$ cat config.mk
export PLATFORM = sky130hd
export DESIGN_NAME = be_share_arbiter
export DESIGN_NICKNAME = d
export VERILOG_FILES = /design/src/rtl/be_share_arbiter.sv
export SDC_FILE = /design/constraint.sdc
export NUM_CORES = 1
export LEC_CHECK = 0
export CAP_MARGIN = 20
export CORE_AREA = 2 2 100 102
export DETAILED_ROUTE_END_ITERATION = 12
export DIE_AREA = 0 0 102 104
export SLEW_MARGIN = 20
export SYNTH_ARGS = -nofsm -noshare
export SYNTH_HDL_FRONTEND = slang
export SYNTH_SLANG_ARGS = --single-unit
$ cat constraint.sdc
create_clock -name aclk -period 2.1 [get_ports aclk]
set_input_delay 0.21 -clock aclk [delete_from_list [all_inputs] [get_ports aclk]]
set_output_delay 0.21 -clock aclk [all_outputs]
set_load 0.01 [all_outputs]
$ cat src/rtl/be_share_arbiter.sv
// be_share_arbiter: one backend engine shared round-robin between NUM_REQ
// frontend packet writers. Start pulses and lengths are latched per frontend.
// The granted bank index and length are held for the whole backend run.
// Finish is routed back to the owner. A watchdog forces completion when the
// backend never reports done.
//
// state | meaning
// IDLE  | no packet in flight, granting the next pending frontend if any
// BUSY  | backend running on be_bank_o, waiting for be_finish_i or the watchdog
module be_share_arbiter #(
   parameter int NUM_REQ = 2,
   parameter int ID_W    = 1,
   parameter int LEN_W   = 16,
   parameter int TO_W    = 16,
   parameter int TIMEOUT = 4096
) (
   input  logic                     aclk,
   input  logic                     aresetn,
   input  logic [NUM_REQ-1:0]       req_start_i,
   input  logic [NUM_REQ*LEN_W-1:0] req_length_i,
   output logic [NUM_REQ-1:0]       req_finish_o,
   output logic                     be_start_o,
   output logic [LEN_W-1:0]         be_length_o,
   output logic [ID_W-1:0]          be_bank_o,
   input  logic                     be_finish_i,
   output logic                     busy_o,
   output logic                     err_timeout_o,
   output logic                     err_overflow_o
);

   typedef enum logic {ST_IDLE, ST_BUSY} state_t;

   // the last BUSY cycle before the watchdog forces completion
   localparam logic [TO_W-1:0] TIMER_TC = TO_W'(TIMEOUT - 1);

   state_t             state_q;
   logic [NUM_REQ-1:0] pending_q, pending_d;
   logic [LEN_W-1:0]   len_q [NUM_REQ];
   logic [ID_W-1:0]    last_grant_q;
   logic [ID_W-1:0]    grant_q;
   logic [TO_W-1:0]    timer_q;

   logic               pick_vld;
   logic [ID_W-1:0]    pick_idx;
   logic [ID_W-1:0]    cand;
   logic               grant_now;

   // Round-robin pick: the first pending index after last_grant_q wins.
   // Scanning from the farthest candidate down leaves the nearest one selected.
   always_comb begin
      pick_vld = 1'b0;
      pick_idx = '0;
      cand     = '0;
      for (int k = NUM_REQ; k >= 1; k--) begin
         cand = ID_W'((int'(last_grant_q) + k) % NUM_REQ);
         if (pending_q[cand]) begin
            pick_vld = 1'b1;
            pick_idx = cand;
         end
      end
   end

   assign grant_now = (state_q == ST_IDLE) && pick_vld;

   // A new start request set on the same edge as a grant clear wins.
   always_comb begin
      pending_d = pending_q;
      if (grant_now) begin
         pending_d[pick_idx] = 1'b0;
      end
      pending_d = pending_d | req_start_i;
   end

   // Latch pending requests and lengths, and flag a restart on a still-pending requester.
   always_ff @(posedge aclk) begin
      if (!aresetn) begin
         pending_q      <= '0;
         err_overflow_o <= 1'b0;
         for (int i = 0; i < NUM_REQ; i++) begin
            len_q[i] <= '0;
         end
      end else begin
         pending_q <= pending_d;
         for (int i = 0; i < NUM_REQ; i++) begin
            if (req_start_i[i]) begin
               len_q[i] <= req_length_i[i*LEN_W +: LEN_W];
               if (pending_q[i]) begin
                  err_overflow_o <= 1'b1;
               end
            end
         end
      end
   end

   // Grant/finish FSM with the watchdog and the registered backend outputs.
   always_ff @(posedge aclk) begin
      if (!aresetn) begin
         state_q       <= ST_IDLE;
         last_grant_q  <= ID_W'(NUM_REQ - 1);
         grant_q       <= '0;
         timer_q       <= '0;
         be_start_o    <= 1'b0;
         be_bank_o     <= '0;
         be_length_o   <= '0;
         req_finish_o  <= '0;
         err_timeout_o <= 1'b0;
      end else begin
         be_start_o    <= 1'b0;
         req_finish_o  <= '0;
         err_timeout_o <= 1'b0;
         case (state_q)
            ST_IDLE: begin
               if (pick_vld) begin
                  be_start_o  <= 1'b1;
                  be_bank_o   <= pick_idx;
                  be_length_o <= len_q[pick_idx];
                  grant_q     <= pick_idx;
                  timer_q     <= '0;
                  state_q     <= ST_BUSY;
               end
            end
            ST_BUSY: begin
               timer_q <= timer_q + TO_W'(1);
               // a real finish in the expiry cycle is not reported as a timeout
               if (be_finish_i || (timer_q == TIMER_TC)) begin
                  req_finish_o[grant_q] <= 1'b1;
                  err_timeout_o         <= ~be_finish_i;
                  last_grant_q          <= grant_q;
                  state_q               <= ST_IDLE;
               end
            end
            default: state_q <= ST_IDLE;
         endcase
      end
   end

   assign busy_o = (state_q == ST_BUSY);

endmodule

# == After elaboration in Yosys (flattened, before gate mapping) ==
# Memory sizes are Yosys's and may differ from the RTL's. A register that Yosys moved wholly into a read port is not among the register bits.
# Index checks and enable logic that the tools add are counted.
# Widths: inputs -> output; s select.
# word_totals
regBits,26
latchBits,0
mem_bits_rw,32
rom_bits,0
output_inout_bits,23
word_cells,69
mem_count,1
# classes
add_sub_neg,3
n_mul,0
n_div,0
order_cmp,6
n_eq_ne,2
n_shift,0
muxes,31
n_bitwise,8
reduce_logical,9
# memory_table
name,depth,word_bits,rd,rd_clocked_by_memory_dff,wr,line,source
len_q,2,16,1,1,2,38,logic [LEN_W-1:0] len_q [NUM_REQ];
# ops
cell,n
$mux 16,3
$pmux 16 s2,1
$mux 1,23
$add 16x1->16 const B,1
$eq 16x12->1 const B,1
$lt 1x2->1 const B,4
$reduce_and 2->1,2
$logic_and 1x1->1,3
$not 1->1,3
$reduce_and 3->1,1
$add 1x1->1 const B,2
$and 2x2->2,1
$demux 1 s1,2
$ge 1x1->1 const B,2
$mux 2,1
$ne 2x2->1 const B,1
$not 2->2,1
$or 1x1->1,2
$or 2x2->2,1
$pmux 1 s2,1
$reduce_or 2->1,1
$logic_not 1->1,1
$logic_or 1x1->1,1

# == Logic depth before layout (Yosys ltp) ==
# Gate-level depths: netlist of the first run.
# depth
depth_word,13
depth_mapped,6

# == Least setup slack after synthesis of the first run ==
# OpenSTA, ideal clock, no wires.
# synth_timing
path_kind,register -> register
start,register timer_q[0]
end,register timer_q[12]
arrival_ns,1.506
slack_ns,0.529
path_stages_with_launch,6
path_buffers,0
period_less_slack_ns,1.571
cell_sequence,dfxtp_1 > ha_1 > nand2_2 > nor4_4 > mux2_2 > nor2b_1
# synth_between
elab_chain_len,2
# synth_lines
element,line,source
from (decl),41,logic [TO_W-1:0] timer_q;
from (signal assigned),123,timer_q <= timer_q + TO_W'(1);
$add 16x1->16,123,
$pmux 16 s2,111,case (state_q)
# No other way between the ends.
# A chain may end at the register's enable or synchronous reset.

# == Worst setup path in the final report of the first run ==
# Ends and elaborated chain as after synthesis.

==> results of run 1 <==
synth_stat cells, types with 2 or more instances:
| cell | instances |
|---|---|
| nand4_1 | 4 |
| nand2_1 | 22 |
| nor2b_1 | 4 |
| o21a_1 | 5 |
| xnor2_1 | 2 |
| nand3_1 | 7 |
| a21oi_1 | 5 |
| mux2i_1 | 18 |
| buf_6 | 2 |
| o211a_1 | 16 |
| clkbuf_1 | 9 |
| dfxtp_1 | 42 |
| xor2_1 | 2 |
| nor3b_2 | 2 |
| nand2b_1 | 4 |
| nor4_1 | 3 |
| nor2_1 | 7 |
| a41o_1 | 2 |
| a21boi_1 | 3 |
| buf_2 | 4 |
| o21ai_0 | 2 |
| and2_1 | 35 |
| o21bai_1 | 2 |
| inv_1 | 6 |
| nor3_1 | 3 |
| edfxtp_1 | 32 |
| o311a_1 | 2 |
| nand3_2 | 2 |
| nor4_2 | 3 |
worst reg2reg max path: cells and delay by family (launching register included):
kind                     cells  cell delay, ns
multiplexers                 1            0.38
flip-flops                   1            0.41
adder cells (fa/ha/maj)      1            0.22
AND/OR/NAND/NOR              3            0.68
per-layer routing:
metal	up-vias	wire [um]	global-route usage
met3	8	328	0.0410
li1	1090	-	-
met4	0	114	0.0514
met2	53	2810	0.200
met1	991	2850	0.161
met5	-	0	0
path summary, 6_finish.rpt:
path	start	end	slack (ns)	cells past startpoint
max	timer_q[0]	timer_q[12]	0.36	5
min	grant_q	req_finish_o[1]	0.50	2
max reg2reg	timer_q[0]	timer_q[12]	0.36	5
min reg2reg	grant_q	req_finish_o[1]	0.50	2
cell families after synthesis:
logic type | after synthesis | synth area share
buffers and inverters | 23 | 0.0354
adder cells (fa/ha/maj) | 1 | 0.00398
flip-flops | 74 | 0.573
XOR/XNOR | 4 | 0.0111
multiplexers | 19 | 0.0608
AO/OA/AOI/OAI | 43 | 0.117
AND/OR/NAND/NOR | 102 | 0.199
cells in the final DEF (no fill, tap or decap), drive strengths merged, types with 10 or more instances in the layout:
cell type / instances
and2: 35
buf: 10
clkdlybuf4s50: 59
dfxtp: 42
edfxtp: 32
mux2i: 18
nand2: 23
o211a: 16
cell type report:
| class | count | area [um2] |
|---|---|---|
| Clock inverter | 7 | 76.3 |
| Clock buffer | 9 | 124 |
| Timing Repair Buffer | 69 | 666 |
| Sequential cell | 74 | 1800 |
| Fill cell | 943 | 5450 |
| Multi-Input combinational cell | 169 | 1240 |
| Tap cell | 133 | 166 |
| Inverter | 6 | 22.5 |
stage by stage:
step / total power, mW / hold slack, ns / setup slack [ns] / utilization
2_1_floorplan: 1.91 / 0.280 / 0.529 / -
3_3_place_gp: 2.13 / 0.468 / 0.330 / 0.408
3_5_place_dp: 2.14 / 0.482 / 0.279 / 0.408
4_1_cts: 3.26 / 0.491 / 0.338 / 0.429
5_1_grt: 3.38 / 0.495 / 0.221 / 0.429
6_report: 3.21 / 0.497 / 0.361 / 0.429
flip-flops by register name, indices dropped and copies added, names as in the netlist:
| register | flops |
|---|---|
| busy_o | 1 |
| len_q | 32 |
| err_timeout_o | 1 |
| be_length_o | 16 |
| err_overflow_o | 1 |
| timer_q | 16 |
| req_finish_o | 2 |
| be_start_o | 1 |
| grant_q | 1 |
| last_grant_q | 1 |
| pending_q | 2 |
power by group:
part / switching (mW) / total (mW) / internal (mW)
Clock: 0.562 / 1.12 / 0.559
Combinational: 0.183 / 0.425 / 0.242
Sequential: 0.0547 / 1.67 / 1.61
Total: 0.799 / 3.21 / 2.41
==> impl_metrics.toml, run 1 <==
[status]
outcome = "complete, no violations"

[timing]
finalCritPeriodShare = 0.828
rsz0062_at_grt = "no"
tns_ns = 0
hold_viol = 0
slew_viol_final = 0
setup_viol = 0
skew_ns = 0.00951
worst_pin_slew_ns = 0.732
period_needed_ns = 1.74
relSlewSlack = 0.512
max_freq_ghz = 0.575

[placed_design]
place_area_mm2 = 0.00390
place.gp.congestion = 0.696
portBuffers = 59
hpwl_mm = 4.12
dp.cells = 451

[global_routing]
grt_pass1_vias = 2175
grt_pass1_wl_mm = 10.6
antenna_found_initial = 0
grt_overflow = 0
grt_max_degree = 33
track_usage = 0.127

[die]
die_x_um = 102
fp.coreArea_mm2 = 0.00955
row_count = 36
start_util = 0.330
die-area_mm2 = 0.0106
die_h_um = 104
io_pins = 60

[critical_path]
crit_slowest_cell = "nor4_4"
cp_cell_sequence = "ha_1 > nand2_2 > nor4_4 > mux2_2 > nor2b_1"
worstPathMaxFanout = 6
max_stage_delay_ns = 0.44
path_class = "reg2reg"
cp_data_arrival_time_ns = 2.02
required_ns = 2.39
start_kind = "flip-flop"
crit_family = "simple AND/OR/NAND/NOR gates"
cp-end-kind = "flip-flop"
cp.buffers_inverters = 0

[pwr]
power.density_mw_per_mm2 = 784
cellLeakagePower_nw = 1.64
ir_drop_mv = 0.326

[synthesis]
synth_edf_count = 32
seq_area_frac_synth = 0.573
synth_area_per_cell_um2 = 11.8
netlist_area_mm2 = 0.00315
synth_top_area_share = 0.305
synthTopCellsByArea = "edfxtp_1 31%, dfxtp_1 27%, and2_1 7.0%, mux2i_1 5.7%, o211a_1 5.1%"
yosys.area.top_type = "edfxtp_1"
synth_warnings = 0
synthArstFlopShare = 0
synth_flop_cell = "dfxtp_1"
ys_ff_latch = 74
ys_types = 45
synth_cells = 266
synth_nets = 304

[detailed_routing]
drtAntennaViolNets = 0
routed_wl_mm = 6.11
drc = 0
via_per_inst = 4.59
drt_iter0_drc = 55
vias = 2142
wl_per_cell_um = 13.1
dr.pass1.iters = 4

[clocking]
cts_tree = "built"
cts_sinks = 74
post_cts_resized = 0
clockBufferDepth = 2
cts_buffers = 9
post_cts_buffers = 0
h-tree-depth = 3
clkLatencyLatePin_ns = 0.35
cts_root_buf = "clkbuf_8"
path_clk_slew_ns = 0.08
cts_hold_buf = 0

[min_path]
hold_path.class = "reg2reg"

[cells_and_area]
nets = 367
instances_no_fill = 467
design_area_mm2 = 0.00410
drive_above_1_share = 0.123
diodes = 0
layout-area-overhead-vs-synth_pct = 30.2

[job]
maxCapViolations = 0
Note: power is estimated with default switching activity, not from simulation.
==> inputs of run 2 (changes only) <==
==> constraint.sdc (replaced) <==
create_clock -name aclk -period 1.8 [get_ports aclk]
set_input_delay 0.18 -clock aclk [delete_from_list [all_inputs] [get_ports aclk]]
set_output_delay 0.18 -clock aclk [all_outputs]
set_load 0.01 [all_outputs]
==> run 2 against run 1 <==
Effect of this change:
- clock-buffer cell count up 1
- sequential power up 17%
- worst hold slack worse by 0.012 ns
- cell area up 2.0%
- cell count up 0.43%
- sequential cell count unchanged
- critical endpoint is now busy_o
- critical path type is now reg2out
- first-iteration DRC count up 64%
- power up 25%
- clock power up 38%
==> impl_metrics.toml, run 2 (same netlist as run 1, synthesis figures left out) <==
[pwr]
ir_drop_mv = 0.422
cellLeakagePower_nw = 1.67
power.density_mw_per_mm2 = 958

[critical_path]
required_ns = 1.62
max_stage_delay_ns = 0.54
cp.buffers_inverters = 2
cp-end-kind = "output port"
path_class = "reg2out"
crit_family = "buffers and inverters"
cp_cell_sequence = "buf_4 > clkdlybuf4s50_1"
cp_data_arrival_time_ns = 1.51
start_kind = "flip-flop"
worstPathMaxFanout = 9
crit_slowest_cell = "clkdlybuf4s50_1"
r2r_setup_slack_ns = 0.18

[die]
die_h_um = 104
fp.coreArea_mm2 = 0.00955
start_util = 0.330
row_count = 36
io_pins = 60
die_x_um = 102
die-area_mm2 = 0.0106

[detailed_routing]
drc = 0
drt_iter0_drc = 90
via_per_inst = 4.59
vias = 2153
drtAntennaViolNets = 0
routed_wl_mm = 6.04
dr.pass1.iters = 4
wl_per_cell_um = 12.9

[min_path]
hold_path.class = "in2reg"

[global_routing]
grt_max_degree = 43
grt_pass1_vias = 2091
antenna_found_initial = 0
track_usage = 0.120
grt_pass1_wl_mm = 10.0
grt_overflow = 0

[placed_design]
hpwl_mm = 4.04
place_area_mm2 = 0.00394
place.gp.congestion = 0.762
portBuffers = 59

[timing]
slew_viol_final = 0
period_needed_ns = 1.69
rsz0062_at_grt = "no"
tns_ns = 0
relSlewSlack = 0.692
worst_pin_slew_ns = 0.458
skew_ns = 0.00978
max_freq_ghz = 0.592
setup_viol = 0
hold_viol = 0
finalCritPeriodShare = 0.939

[cells_and_area]
drive_above_1_share = 0.128
layout-area-overhead-vs-synth_pct = 32.8
top_regs = "len_q: 32 flops, be_length_o: 16 flops, timer_q: 16 flops"
multi_input_area_mm2 = 0.00124
diodes = 0
layout_common_cells = "59 x clkdlybuf4s50_1, 41 x dfxtp_1, 35 x and2_1"
nets = 369
largest_reg_flops = 32
fillers = 942
design_area_mm2 = 0.00418
final_common_cell = "clkdlybuf4s50_1"
regMostFlops = "len_q"
seqCellArea_mm2 = 0.00180

[clocking]
cts_hold_buf = 0
cts_buffers = 9
path_clk_slew_ns = 0.08
cts_tree = "built"
clkLatencyLatePin_ns = 0.34
h-tree-depth = 3
clockBufferDepth = 2
cts_root_buf = "clkbuf_8"
cts_sinks = 74

[job]
maxCapViolations = 0

[status]
outcome = "complete, no violations"
## run 2: cell count changes in the layout (fill, tap and decap cells not counted)
| cell | delta |
|---|---|
| dfxtp_2 | +1 |
| inv_6 | -2 |
| buf_12 | +2 |
| dfxtp_1 | -1 |
| clkinv_2 | -1 |
| bufinv_16 | +2 |
| clkbuf_1 | +1 |
## run 2: power breakdown
group,internal (mW),switching [mW]
sequential,1.88,0.0639
combinational,0.291,0.214
clock,0.926,0.624
## run 2: what timing repair did
item,in CTS,in global routing
gates resized for setup,1,0
buffers inserted,0,0
setup endpoints to repair,1,0
## run 2: per-layer routing
| layer | routed length (um) | part of all wire | vias up | track usage |
|---|---|---|---|---|
| met2 | 2900 | 0.48 | 51 | 0.192 |
| met3 | 301 | 0.050 | 6 | 0.0349 |
| met4 | 56 | 0.0093 | 0 | 0.0429 |
| li1 | - | - | 1087 | - |
| met1 | 2790 | 0.46 | 1009 | 0.155 |
| met5 | 0 | 0 | - | 0 |
## run 2: worst paths after layout
check,startpoint,endpoint,cells after the start
min reg2reg,timer_q[15],timer_q[15],2
min,req_length_i[13],len_q[0][13],2
max reg2reg,timer_q[0],timer_q[12],5
max,busy_o,busy_o,2
## run 2: area by class of cell
class	count	area share
timing repair buffer	71	0.169
sequential	74	0.431
inverter	6	0.00539
clock buffer	10	0.0305
tap	133	0.0398
clock inverter	6	0.0272
multi-input combinational	169	0.297
## run 2: per-stage QoR
step / cells / total power [mW] / utilization / setup WS, ns / hold slack (ns)
final: 469 / 4.00 / 0.438 / 0.110 / 0.485
after global routing: 469 / 4.18 / 0.438 / 0.0280 / 0.480
after CTS: 469 / 4.06 / 0.438 / 0.0849 / 0.464
after detailed placement: 453 / 2.50 / 0.412 / 0.187 / 0.485
after global placement: 453 / 2.49 / 0.412 / 0.229 / 0.472
after floorplan: 266 / 2.23 / - / 0.229 / 0.250
==> variant 1: new RTL, flow settings as in run 1 <==
The parameter `TO_W` goes from 16 to 32.
--- a/src/rtl/be_share_arbiter.sv
+++ b/src/rtl/be_share_arbiter.sv
@@ -11,7 +11,7 @@
    parameter int NUM_REQ = 2,
    parameter int ID_W    = 1,
    parameter int LEN_W   = 16,
-   parameter int TO_W    = 16,
+   parameter int TO_W    = 32,
    parameter int TIMEOUT = 4096
 ) (
    input  logic                     aclk,
Function: no difference found for any inputs over 4 cycles, from zero or initial values and one cycle with aresetn low; that may be too few to reach the edited logic, so the function may still have changed.
==> variant 1 against run 1 <==
- final area increased by 20%
- combinational power increased by 5.9%
- total power increased by 11%
- synthesized area increased by 26%
- routed wire length increased by 36%
- clock power increased by 4%
- sequential cell count increased by 16
- critical endpoint is now timer_q[31]
- largest cell class unchanged
- worst setup slack got worse by 150 ps
==> variant 1: results (changes against run 1) <==
* Layout cell share with drive strength beyond 1 at 0.116 (-0.00675)
* Worst Skew at 14.8 ps (+5.33 ps)
* Fillcell total at 916 (-2.9%)
* Largest registers: len_q: 32 flops, timer_q: 32 flops, be_length_o: 16 flops
* Placer Congestion at 0.767 (+10%)
* Outcome: complete, no violations
* Slew margin rel. at 0.668 (+0.156)
* Most frequent cells after synthesis: dfxtp_1, nor2_1, and2_1
* Synth Area in Adders at 0.00315 (-0.000822)
* Crit path largest cell delay at 490 ps (+50 ps)
* HPWL Detailed at 5.85 mm (+42%)
* All-Layer GR Usage at 0.162 (+0.0346)
* First-pass GRT wire length at 13.5 mm (+28%)
* Peak supply drop at 0.000366 V (+12%)
* Post-synthesis xor/xnor area fraction at 0.00442 (-0.00672)
* Vias after detailed routing at 2,932 (+37%)
* Sequential element share of the synthesized area at 0.535 (-0.0375)
* Largest cells by area after synthesis: dfxtp_1, edfxtp_1, and2_1, mux2i_1, nor2_1
* Library cells used by synthesis at 54 (+20%)
* Crit Path Max Fanout at 9 (+3)
* Vias in the first global route at 2,833 (+30%)
* Crit path DAT at 2120 ps (+100 ps)
* Met3 wire len at 421 um (+28%)
* Static Leakage at 1.77 nW (+8.3%)
* Complex-gate fraction of the synthesized area at 0.123 (+0.00542)
* Met2 WL at 4.05 mm (+44%)
* DR WL/cell at 14.8 um (+13%)
* Final nets at 464 (+26%)
* Place WS at 225 ps (-53.5 ps)
* Syn Nets at 404 (+33%)
* Slowest CP cell: dfxtp_1
* WL met1 at 3.70 mm (+30%)
variant 1: cell types whose count changed in the layout (fill, tap and decap cells not counted), sizes merged, moves of 4 or more:
cell     delta
mux2        +5
and3        +6
o211a      -16
dfxtp      +16
and4        +4
o41ai       +8
or2         +5
a211oi     +17
o2111ai     +8
nand4       +9
a21oi      +12
nor2       +32
variant 1: final cells by class:
cell class,count,area share
Inverter,7,0.00533
Clock buffer,9,0.0251
Tap cell,133,0.0338
Sequential cell,90,0.431
Clock inverter,7,0.0140
Timing Repair Buffer,71,0.141
Multi-Input combinational cell,247,0.351
variant 1: final timing paths:
path	from	cells after the start	slack (ps)	end
setup / recovery	timer_q[12]	5	210	timer_q[31]
hold / removal	req_start_i[0]	3	490	pending_q[0]
setup reg to reg	timer_q[12]	5	210	timer_q[31]
hold reg to reg	timer_q[17]	2	510	timer_q[17]
variant 1: per-layer routing:
layer  vias to the layer above  track usage
li1                       1464            -
met1                      1373        0.203
met2                        79        0.266
met3                        16       0.0417
met4                         0       0.0600
met5                         -            0
variant 1: where the power goes:
part           leakage, nW  internal, mW  switching, mW
Combinational        0.861         0.237          0.213
Clock               0.0970         0.548          0.612
Sequential           0.814          1.91         0.0509
variant 1: cells by family (layout without fill, tap and decap cells):
family / after synthesis / after routing
buffers and inverters: 29 / 94
XOR/XNOR: 2 / 2
AND/OR/NAND/NOR: 158 / 158
flip-flops: 90 / 90
adder cells (fa/ha/maj): 1 / 1
multiplexers: 24 / 24
AO/OA/AOI/OAI: 62 / 62
variant 1: through the flow:
stage / total power, mW / instances / instance area [um2]
detailed placement: 2.46 / 548 / 4740
global route: 3.74 / 564 / 4930
CTS: 3.62 / 564 / 4930
floorplan: 2.23 / 366 / 3970
finish: 3.58 / 564 / 4930
global placement: 2.45 / 548 / 4740
variant 1: tightest hold or removal path, stage by stage:
cell	delay (ps)
clkdlybuf4s50_1	440
inv_1	80
a21oi_1	60
==> variant 2: new RTL, settings of run 1 <==
Made on the original files. Register the output `err_timeout_o` once more, with the module's reset; this adds one clock of latency there. The other outputs are not delayed to match.
--- a/src/rtl/be_share_arbiter.sv
+++ b/src/rtl/be_share_arbiter.sv
@@ -32,6 +32,8 @@
 
    // the last BUSY cycle before the watchdog forces completion
    localparam logic [TO_W-1:0] TIMER_TC = TO_W'(TIMEOUT - 1);
+
+   logic err_timeout_s0;
 
    state_t             state_q;
    logic [NUM_REQ-1:0] pending_q, pending_d;
@@ -103,11 +105,11 @@
          be_bank_o     <= '0;
          be_length_o   <= '0;
          req_finish_o  <= '0;
-         err_timeout_o <= 1'b0;
+         err_timeout_s0 <= 1'b0;
       end else begin
          be_start_o    <= 1'b0;
          req_finish_o  <= '0;
-         err_timeout_o <= 1'b0;
+         err_timeout_s0 <= 1'b0;
          case (state_q)
             ST_IDLE: begin
                if (pick_vld) begin
@@ -124,7 +126,7 @@
                // a real finish in the expiry cycle is not reported as a timeout
                if (be_finish_i || (timer_q == TIMER_TC)) begin
                   req_finish_o[grant_q] <= 1'b1;
-                  err_timeout_o         <= ~be_finish_i;
+                  err_timeout_s0        <= ~be_finish_i;
                   last_grant_q          <= grant_q;
                   state_q               <= ST_IDLE;
                end
@@ -136,5 +138,13 @@
 
    assign busy_o = (state_q == ST_BUSY);
 
+   always_ff @(posedge aclk) begin
+      if (!aresetn) begin
+         err_timeout_o <= '0;
+      end else begin
+         err_timeout_o <= err_timeout_s0;
+      end
+   end
+
 endmodule
 
Check against the original RTL: no difference found for any inputs over 4 cycles, from zero or initial values and one cycle with aresetn low; that may be too few to reach the edited logic, so the function may still have changed.
==> variant 2 against run 1 <==
- routed wire length down 0.39%
- final area down 2.7%
- worst setup slack worse by 21 ps
- clock skew down 1.6 ps
- via count down 1.3%
- hold slack worse by 59 ps
- synthesized area down 3.1%
- global-route usage down 0.66 points
- count of clock-buffer cells in the layout up 1
- total power about the same
- sequential cell count up 1
- largest cell class unchanged
==> variant 2: results (changes against run 1) <==
* CTS sink cnt at 75 (+1.4%)
* Slew margin rel. at 0.419 (-0.0929)
* Vias/cell at 4.56 (-0.62%)
* # diodes at 0 (unchanged)
* Fillcell total at 949 (+0.64%)
* Vias in the first global route at 2,017 (-7.3%)
* Multi-input combinational area share at 0.282 (-0.0208)
* Place WS at 109 ps (-170 ps)
* Static Leakage at 1.45 nW (-11%)
* Inverters, non-clock at 3 (-3)
* Post-CTS setup buffers at 0 (unchanged)
* Cell Count, Final, Fillers Out at 464 (-0.64%)
* CTS max path bufs at 2 (unchanged)
* Area growth from synthesis to layout at 30.7%
* #MultiIn Comb at 170 (+0.59%)
* Layout cell share with drive strength beyond 1 at 0.0937 (-0.0291)
* Routed WL at 6.08 mm (-0.39%)
* Register area at 1820 um2 (+1.1%)
* Final Util at 0.417 (-0.0115)
* Post-synth EDFFs at 32 (unchanged)
* Slowest CP cell: clkdlybuf4s50_1
* Post-Place Cells at 448 (-0.67%)
* Sequential portion of the cell area at 0.457 (+0.0172)
* Cell Area, Placed at 3790 um2 (-2.8%)
* Num CTS Buffers at 9 (unchanged)
* Clock network area share at 0.0502 (+0.00135)
* Largest registers: len_q: 32 flops, be_length_o: 16 flops, timer_q: 16 flops
* Sequential element share of the synthesized area at 0.597 (+0.0246)
* H-tree levels at 3 (unchanged)
* Most frequent cells after synthesis: dfxtp_1, and2_1, edfxtp_1, nor2_1, mux2i_1
* Mean Syn Cell Area at 11.6 um2 (-2.3%)
* Root Driver: clkbuf_8
* Clkbuf count at 10 (+1)
* NonClk Buf Share at 0.166 (+0.00386)
* Crit path largest cell delay at 620 ps (+180 ps)
* All-Layer GR Usage at 0.121 (-0.00661)
* Syn Nets at 302 (-0.66%)
* Family with the most delay on the worst path: buffers and inverters
* Peak supply drop at 0.000385 V (+18%)
* Initial antenna violation count at 0 (unchanged)
* Crit Path Max Fanout at 13 (+7)
* Placer Congestion at 0.776 (+12%)
* Largest cells by area after synthesis: edfxtp_1, dfxtp_1, and2_1, mux2i_1, nor2_1
* Hold Crit Class: reg -> reg
* Outcome: complete, no violations
* Clk slew on worst S/H paths at 80 ps (about the same)
* HPWL Detailed at 4.18 mm (+1.6%)
* Final nets at 364 (-0.82%)
* Plain + repair buffers at 67 (-2.9%)
* Library cells used by synthesis at 44 (-2.2%)
* PortBufs at 59 (unchanged)
* First-pass GRT wire length at 9.91 mm (-6.1%)
* Crit path DAT at 1550 ps (-470 ps)
* 1st-iter DRT viols at 96 (+75%)
* Worst Skew at 7.93 ps (-1.58 ps)
-- variant 2: cell families after synthesis --
logic type	after synthesis	share of synthesized area
compound gates	38	0.0968
xor+xnor	5	0.0144
buf+inv	19	0.0361
fa+ha+maj	1	0.00410
flops	75	0.597
mux	20	0.0669
simple gates	106	0.185
-- variant 2: layer usage --
metal	vias to the layer above	track usage	routed length [um]
li1	1076	-	-
met1	980	0.148	2710
met2	55	0.197	2970
met3	4	0.0410	341
met4	0	0.0410	64
met5	-	0	0
-- variant 2: worst paths after layout --
path / depth (start not counted) / to / from / slack (ps)
worst max-delay path: 1 / busy_o / busy_o / 340
worst min-delay path: 1 / err_timeout_o / err_timeout_s0 / 440
worst max register to register: 4 / last_grant_q / busy_o / 370
worst min register to register: 1 / err_timeout_o / err_timeout_s0 / 440
-- variant 2: power by group --
part	internal, mW	switching [mW]	total [mW]
clock	0.562	0.547	1.11
combinational	0.232	0.185	0.417
sequential	1.63	0.0545	1.69
